[config.mk]
export PLATFORM = sky130hd
export DESIGN_NAME = bus_arbiter
export DESIGN_NICKNAME = d
export VERILOG_FILES = /design/src/rtl/bus_arbiter_pkg.sv /design/src/rtl/bus_arbiter_addr_decoder.sv /design/src/rtl/bus_arbiter.sv
export SDC_FILE = /design/constraint.sdc
export NUM_CORES = 1
export LEC_CHECK = 0
export CORE_AREA = 2 2 136 138
export DETAILED_ROUTE_END_ITERATION = 10
export DIE_AREA = 0 0 138 140
export GPL_TIMING_DRIVEN = 0
export PLACE_DENSITY = 0.54
export SYNTH_ARGS = -nofsm -noshare
export SYNTH_HDL_FRONTEND = slang
export SYNTH_SLANG_ARGS = --single-unit
export TNS_END_PERCENT = 10
[constraint.sdc]
create_clock -name clk -period 2.45 [get_ports clk]
set_input_delay 0.49 -clock clk [delete_from_list [all_inputs] [get_ports clk]]
set_output_delay 0.49 -clock clk [all_outputs]
set_load 0.05 [all_outputs]
[src/rtl/bus_arbiter_pkg.sv]
// Shared definitions for the two-master system bus: arbiter state encoding,
// slave index encoding and the slave address windows.
package bus_arbiter_pkg;

   typedef enum logic {
      M0_GRANT = 1'b0,
      M1_GRANT = 1'b1
   } arb_state_e;

   typedef enum logic [2:0] {
      SLV_DMAC   = 3'd0,
      SLV_ALU    = 3'd1,
      SLV_OPND   = 3'd2,
      SLV_INSTR  = 3'd3,
      SLV_RESULT = 3'd4,
      SLV_NONE   = 3'd7
   } slave_idx_e;

   localparam int NUM_SLAVES = 5;

   localparam logic [15:0] S0_BASE  = 16'h0000;
   localparam logic [15:0] S0_LIMIT = 16'h001F;
   localparam logic [15:0] S1_BASE  = 16'h0100;
   localparam logic [15:0] S1_LIMIT = 16'h011F;
   localparam logic [15:0] S2_BASE  = 16'h0200;
   localparam logic [15:0] S2_LIMIT = 16'h023F;
   localparam logic [15:0] S3_BASE  = 16'h0300;
   localparam logic [15:0] S3_LIMIT = 16'h033F;
   localparam logic [15:0] S4_BASE  = 16'h0400;
   localparam logic [15:0] S4_LIMIT = 16'h043F;

   // Inclusive window test used by the decoder.
   function automatic logic in_range(input logic [15:0] addr,
                                     input logic [15:0] base,
                                     input logic [15:0] limit);
      return (addr >= base) && (addr <= limit);
   endfunction

endpackage

[src/rtl/bus_arbiter_addr_decoder.sv]
// Address decoder: maps the bus address onto a one-hot slave select and a
// slave index. Everything is forced idle when en is low.
module bus_addr_decoder
   import bus_arbiter_pkg::*;
(
   input  logic                  en,
   input  logic [15:0]           address,
   output logic [NUM_SLAVES-1:0] sel,
   output slave_idx_e            idx,
   output logic                  hit
);

   // Priority chain over disjoint windows, so at most one select can be high.
   always_comb begin
      sel = '0;
      idx = SLV_NONE;
      if (en) begin
         if (in_range(address, S0_BASE, S0_LIMIT)) begin
            sel[0] = 1'b1;
            idx    = SLV_DMAC;
         end else if (in_range(address, S1_BASE, S1_LIMIT)) begin
            sel[1] = 1'b1;
            idx    = SLV_ALU;
         end else if (in_range(address, S2_BASE, S2_LIMIT)) begin
            sel[2] = 1'b1;
            idx    = SLV_OPND;
         end else if (in_range(address, S3_BASE, S3_LIMIT)) begin
            sel[3] = 1'b1;
            idx    = SLV_INSTR;
         end else if (in_range(address, S4_BASE, S4_LIMIT)) begin
            sel[4] = 1'b1;
            idx    = SLV_RESULT;
         end
      end
      hit = |sel;
   end

endmodule

[src/rtl/bus_arbiter.sv]
// Two-master bus arbiter. Master 0 has priority at idle; master 1 may keep
// the bus against a pending master-0 request for at most MAX_HOLD cycles,
// after which it is locked out until master 0 drops its request.
module bus_arbiter
   import bus_arbiter_pkg::*;
#(
   parameter int MAX_HOLD = 16
) (
   input  logic        clk,
   input  logic        reset,
   input  logic        m0_req,
   input  logic        m0_wr,
   input  logic [15:0] m0_address,
   input  logic [31:0] m0_dout,
   input  logic        m1_req,
   input  logic        m1_wr,
   input  logic [15:0] m1_address,
   input  logic [31:0] m1_dout,
   output logic        m0_grant,
   output logic        m1_grant,
   output logic [31:0] m_din,
   output logic        s0_sel,
   output logic        s1_sel,
   output logic        s2_sel,
   output logic        s3_sel,
   output logic        s4_sel,
   output logic        s_wr,
   output logic [15:0] s_address,
   output logic [31:0] s_din,
   input  logic [31:0] s0_dout,
   input  logic [31:0] s1_dout,
   input  logic [31:0] s2_dout,
   input  logic [31:0] s3_dout,
   input  logic [31:0] s4_dout
);

   localparam logic [7:0] HOLD_MAX = 8'(MAX_HOLD);

   arb_state_e state_q, state_d;
   logic [7:0] hold_cnt_q, hold_cnt_d;
   logic       lockout_q, lockout_d;
   slave_idx_e rd_idx_q, rd_idx_d;

   logic                  gnt_req;
   logic                  gnt_wr;
   logic [NUM_SLAVES-1:0] dec_sel;
   slave_idx_e            dec_idx;
   logic                  dec_hit;

   // Next-state: release on m1_req drop, or forced return on the edge where
   // the hold count reaches MAX_HOLD while master 0 is still waiting.
   always_comb begin
      state_d    = state_q;
      hold_cnt_d = hold_cnt_q;
      lockout_d  = lockout_q;
      case (state_q)
         M0_GRANT: begin
            if (!m0_req) lockout_d = 1'b0;
            if (!m0_req && m1_req && !lockout_q) begin
               state_d    = M1_GRANT;
               hold_cnt_d = '0;
            end
         end
         M1_GRANT: begin
            if (m0_req && hold_cnt_q < HOLD_MAX) hold_cnt_d = hold_cnt_q + 8'd1;
            if (!m1_req) begin
               state_d = M0_GRANT;
            end else if (m0_req && hold_cnt_q >= HOLD_MAX - 8'd1) begin
               state_d   = M0_GRANT;
               lockout_d = 1'b1;
            end
         end
         default: state_d = M0_GRANT;
      endcase
   end

   // Arbitration state registers.
   always_ff @(posedge clk) begin
      if (reset) begin
         state_q    <= M0_GRANT;
         hold_cnt_q <= '0;
         lockout_q  <= 1'b0;
         rd_idx_q   <= SLV_NONE;
      end else begin
         state_q    <= state_d;
         hold_cnt_q <= hold_cnt_d;
         lockout_q  <= lockout_d;
         rd_idx_q   <= rd_idx_d;
      end
   end

   assign m0_grant = (state_q == M0_GRANT);
   assign m1_grant = (state_q == M1_GRANT);

   // Route the granted master onto the slave side.
   always_comb begin
      gnt_req   = m1_grant ? m1_req     : m0_req;
      gnt_wr    = m1_grant ? m1_wr      : m0_wr;
      s_address = m1_grant ? m1_address : m0_address;
      s_din     = m1_grant ? m1_dout    : m0_dout;
   end

   bus_addr_decoder u_dec (
      .en      (gnt_req),
      .address (s_address),
      .sel     (dec_sel),
      .idx     (dec_idx),
      .hit     (dec_hit)
   );

   assign {s4_sel, s3_sel, s2_sel, s1_sel, s0_sel} = dec_sel;
   // Writes to unmapped space never reach a slave.
   assign s_wr     = gnt_req & gnt_wr & dec_hit;
   assign rd_idx_d = dec_idx;

   // Read data returns one cycle after the address phase.
   always_comb begin
      m_din = '0;
      case (rd_idx_q)
         SLV_DMAC:   m_din = s0_dout;
         SLV_ALU:    m_din = s1_dout;
         SLV_OPND:   m_din = s2_dout;
         SLV_INSTR:  m_din = s3_dout;
         SLV_RESULT: m_din = s4_dout;
         default:    m_din = '0;
      endcase
   end

endmodule

==> flow_summary.toml <==
[status]
outcome = "finished with violations"
violations = "negative setup slack"

[finish]
area_growth_syn_to_layout_pct = 169
stdcell_count = 880
nets = 914
final_core_util = 0.353
num-fill-cells = 1828
drive_gt1_frac = 0.252

[setup_path]
startpoint = "m1_grant"
path_max_fanout = 10
reg2reg_to = "rd_idx_q[0]"
critPathRequiredTime_ns = 1.96
worstReg2RegStart = "m1_grant"
end_kind = "output port"
arrival_ns = 1.99
critical_path_class = "flip-flop to output port"
ff2ff_path_depth = 5
cp-start-kind = "flip-flop"
worst-r2r-setup-slack_ns = 0.81
cp-endpoint = "s_address[8]"

[floorplanning]
placementRows = 49
die_y_um = 140
core_area_um2 = 17800
ioPinCount = 350
start_util = 0.131
die_area_um2 = 19300
die_x_um = 138

[detailed_routing]
drt_first_pass_iters = 4
drtIter0Drc = 99
route.detailed.drc = 0
num_vias = 3810
viasPerCell = 4.33
routedWlPerCell_um = 18.1
wirelength_um = 15900
antenna_left = 0

[clocking]
clk_pin_slew_ns = 0.05
cts-root-buf = "clkbuf_16"
ctsHoldBuffers = 0
clock_path_buffers = 2
h-tree-depth = 1
cts_made_buffers = 3
cts_tree = "built"
clock_latency_ns = 0.24
clock-sinks = 13

[place]
gp_congestion = 0.895
post-place-ws_ns = -1.22
numPortBuffers = 348
hpwl_um = 13900
place_inst = 868

[yosys]
synth_top_area_share = 0.218
yosysSeqAreaShare = 0.112
yosys-top-cells-count = "mux2_2, nand2_1, mux2i_1"
synth.most_common_cell = "mux2_2"
syn_area_um2 = 2330
yosysWarningCount = 0
synthCells = 291
ys_top_cells_by_area = "mux2_2, mux2i_1, a221o_1"
synthFlopType = "dfxtp_1"
ys_ff_latch = 13
avgSynthCellArea_um2 = 8.00
synth.largest_area_cell = "mux2_2"
async_flop_share = 0
synth.net_count = 554
ys_types = 43
synth-edff-count = 0

[power_and_ir_drop]
irDropWorstVdd_mv = 0.172
power_density_nw_per_um2 = 230
cellLeakagePower_uw = 0.00265

[grt]
grt.total_usage = 0.153
grt_pass1_wl_um = 23300
grt_overflow = 0
grt_max_degree = 11
grt_pass1_vias = 3909
grt_antenna_before_repair = 1

[sta]
rsz0062_at_grt = "true"
max_freq_mhz = 404
slew_headroom = 0.615
setup_viol_count_final = 2
worstMarginPinSlew_ns = 0.580
finalCritPeriodShare = 1.01
period_minus_slack_ns = 2.48
setup_ws_ns = -0.0271
hold_ws_ns = 0.484
skew_ns = 0.00158
hold_viol_final = 0
slew_viol_final = 0

[worst_hold_path]
min_path_type = "flip-flop to flip-flop"

[flow_run]
drv_cap = 0
-- sequential cells by signal (all words and copies together), names as in the netlist --
signal,flops
lockout_q,1
rd_idx_q,3
m1_grant,1
hold_cnt_q,8
-- worst min-delay path by stage --
stage | from | to | slack (ns) | cells after the start
after detailed placement | hold_cnt_q[7] | hold_cnt_q[7] | 0.48 | 1
final | hold_cnt_q[7] | hold_cnt_q[7] | 0.48 | 1
after floorplan | hold_cnt_q[1] | hold_cnt_q[1] | 0.44 | 2
after global routing | hold_cnt_q[7] | hold_cnt_q[7] | 0.52 | 1
after CTS | hold_cnt_q[7] | hold_cnt_q[7] | 0.49 | 1
after global placement | hold_cnt_q[1] | hold_cnt_q[1] | 0.47 | 2
-- area by class of cell --
cell class	count	area, um2	area share
diodes	1	2.50	0.000399
well taps	229	287	0.0457
flip-flops and latches	13	267	0.0425
inverters	5	18.8	0.00299
repair buffers	356	3360	0.535
plain buffers	23	169	0.0269
clock buffers	4	78.8	0.0126
multi-input cells	249	2090	0.334
-- layout by cell type, fill, tap and decap left out, drive strengths merged, types with 2 or more instances in the layout --
| master | instances |
|---|---|
| clkdlybuf4s50 | 242 |
| dlygate4sd2 | 54 |
| mux2 | 46 |
| buf | 44 |
| nand2 | 36 |
| mux2i | 36 |
| o21ai | 34 |
| clkbuf | 32 |
| a221o | 31 |
| nor2 | 16 |
| dfxtp | 13 |
| a21oi | 9 |
| clkdlybuf4s15 | 9 |
| inv | 5 |
| nor3 | 5 |
| nand3 | 4 |
| nor4b | 3 |
| nor3b | 3 |
| nor4 | 3 |
| or3 | 2 |
| nand4 | 2 |
| xor2 | 2 |
| and2 | 2 |
| dlymetal6s2s | 2 |
| or2 | 2 |
-- report_power, final --
part	total, uW	switching, uW	internal (uW)
sequential	217	4.41	213
clock	309	89.6	220
combinational	915	411	504
total	1440	505	937
-- metrics by stage --
stage / area, um2 / setup TNS (ns) / power, uW
after floorplan: 2360 / 0 / 586
after global placement: 6130 / -37.98 / 1170
after detailed placement: 6130 / -37.66 / 1170
after CTS: 6320 / -2.20 / 1460
after global routing: 6270 / -1.98 / 1510
final: 6270 / -0.0286 / 1440
-- layer usage --
layer	share of wire	vias up	track usage	wire length (um)
met1	0.36	1742	0.161	5810
met4	0.011	0	0.0258	174
met3	0.077	6	0.0373	1230
met5	0	-	0	0
met2	0.55	222	0.308	8740
li1	-	1840	-	-
-- critical path: stages (launching register included) --
cell and delay, ns:
dfxtp_4 0.44, buf_4 0.23, mux2i_2 0.46, inv_2 0.15, dlygate4sd2_1 0.46
-- what timing repair did --
action                     in CTS  in global routing
resized for setup             283                 79
setup endpoints to repair      85                 80
pin swaps                      13                  2
buffers inserted                8                  0
-- cell families (layout without fill, tap and decap cells) --
| group | count (synthesis) | in the layout | synth area share |
|---|---|---|---|
| muxes | 83 | 83 | 0.390 |
| AOI/OAI and AO/OA | 82 | 82 | 0.254 |
| and+or+nand+nor | 81 | 81 | 0.174 |
| buffers and inverters | 29 | 388 | 0.0570 |
| DFF | 13 | 13 | 0.112 |
| xor gates and xnor gates | 2 | 2 | 0.00753 |
| adders and majority gates | 1 | 1 | 0.00538 |
| other | 0 | 1 | 0 |
Note: power is estimated with default switching activity, not from simulation.
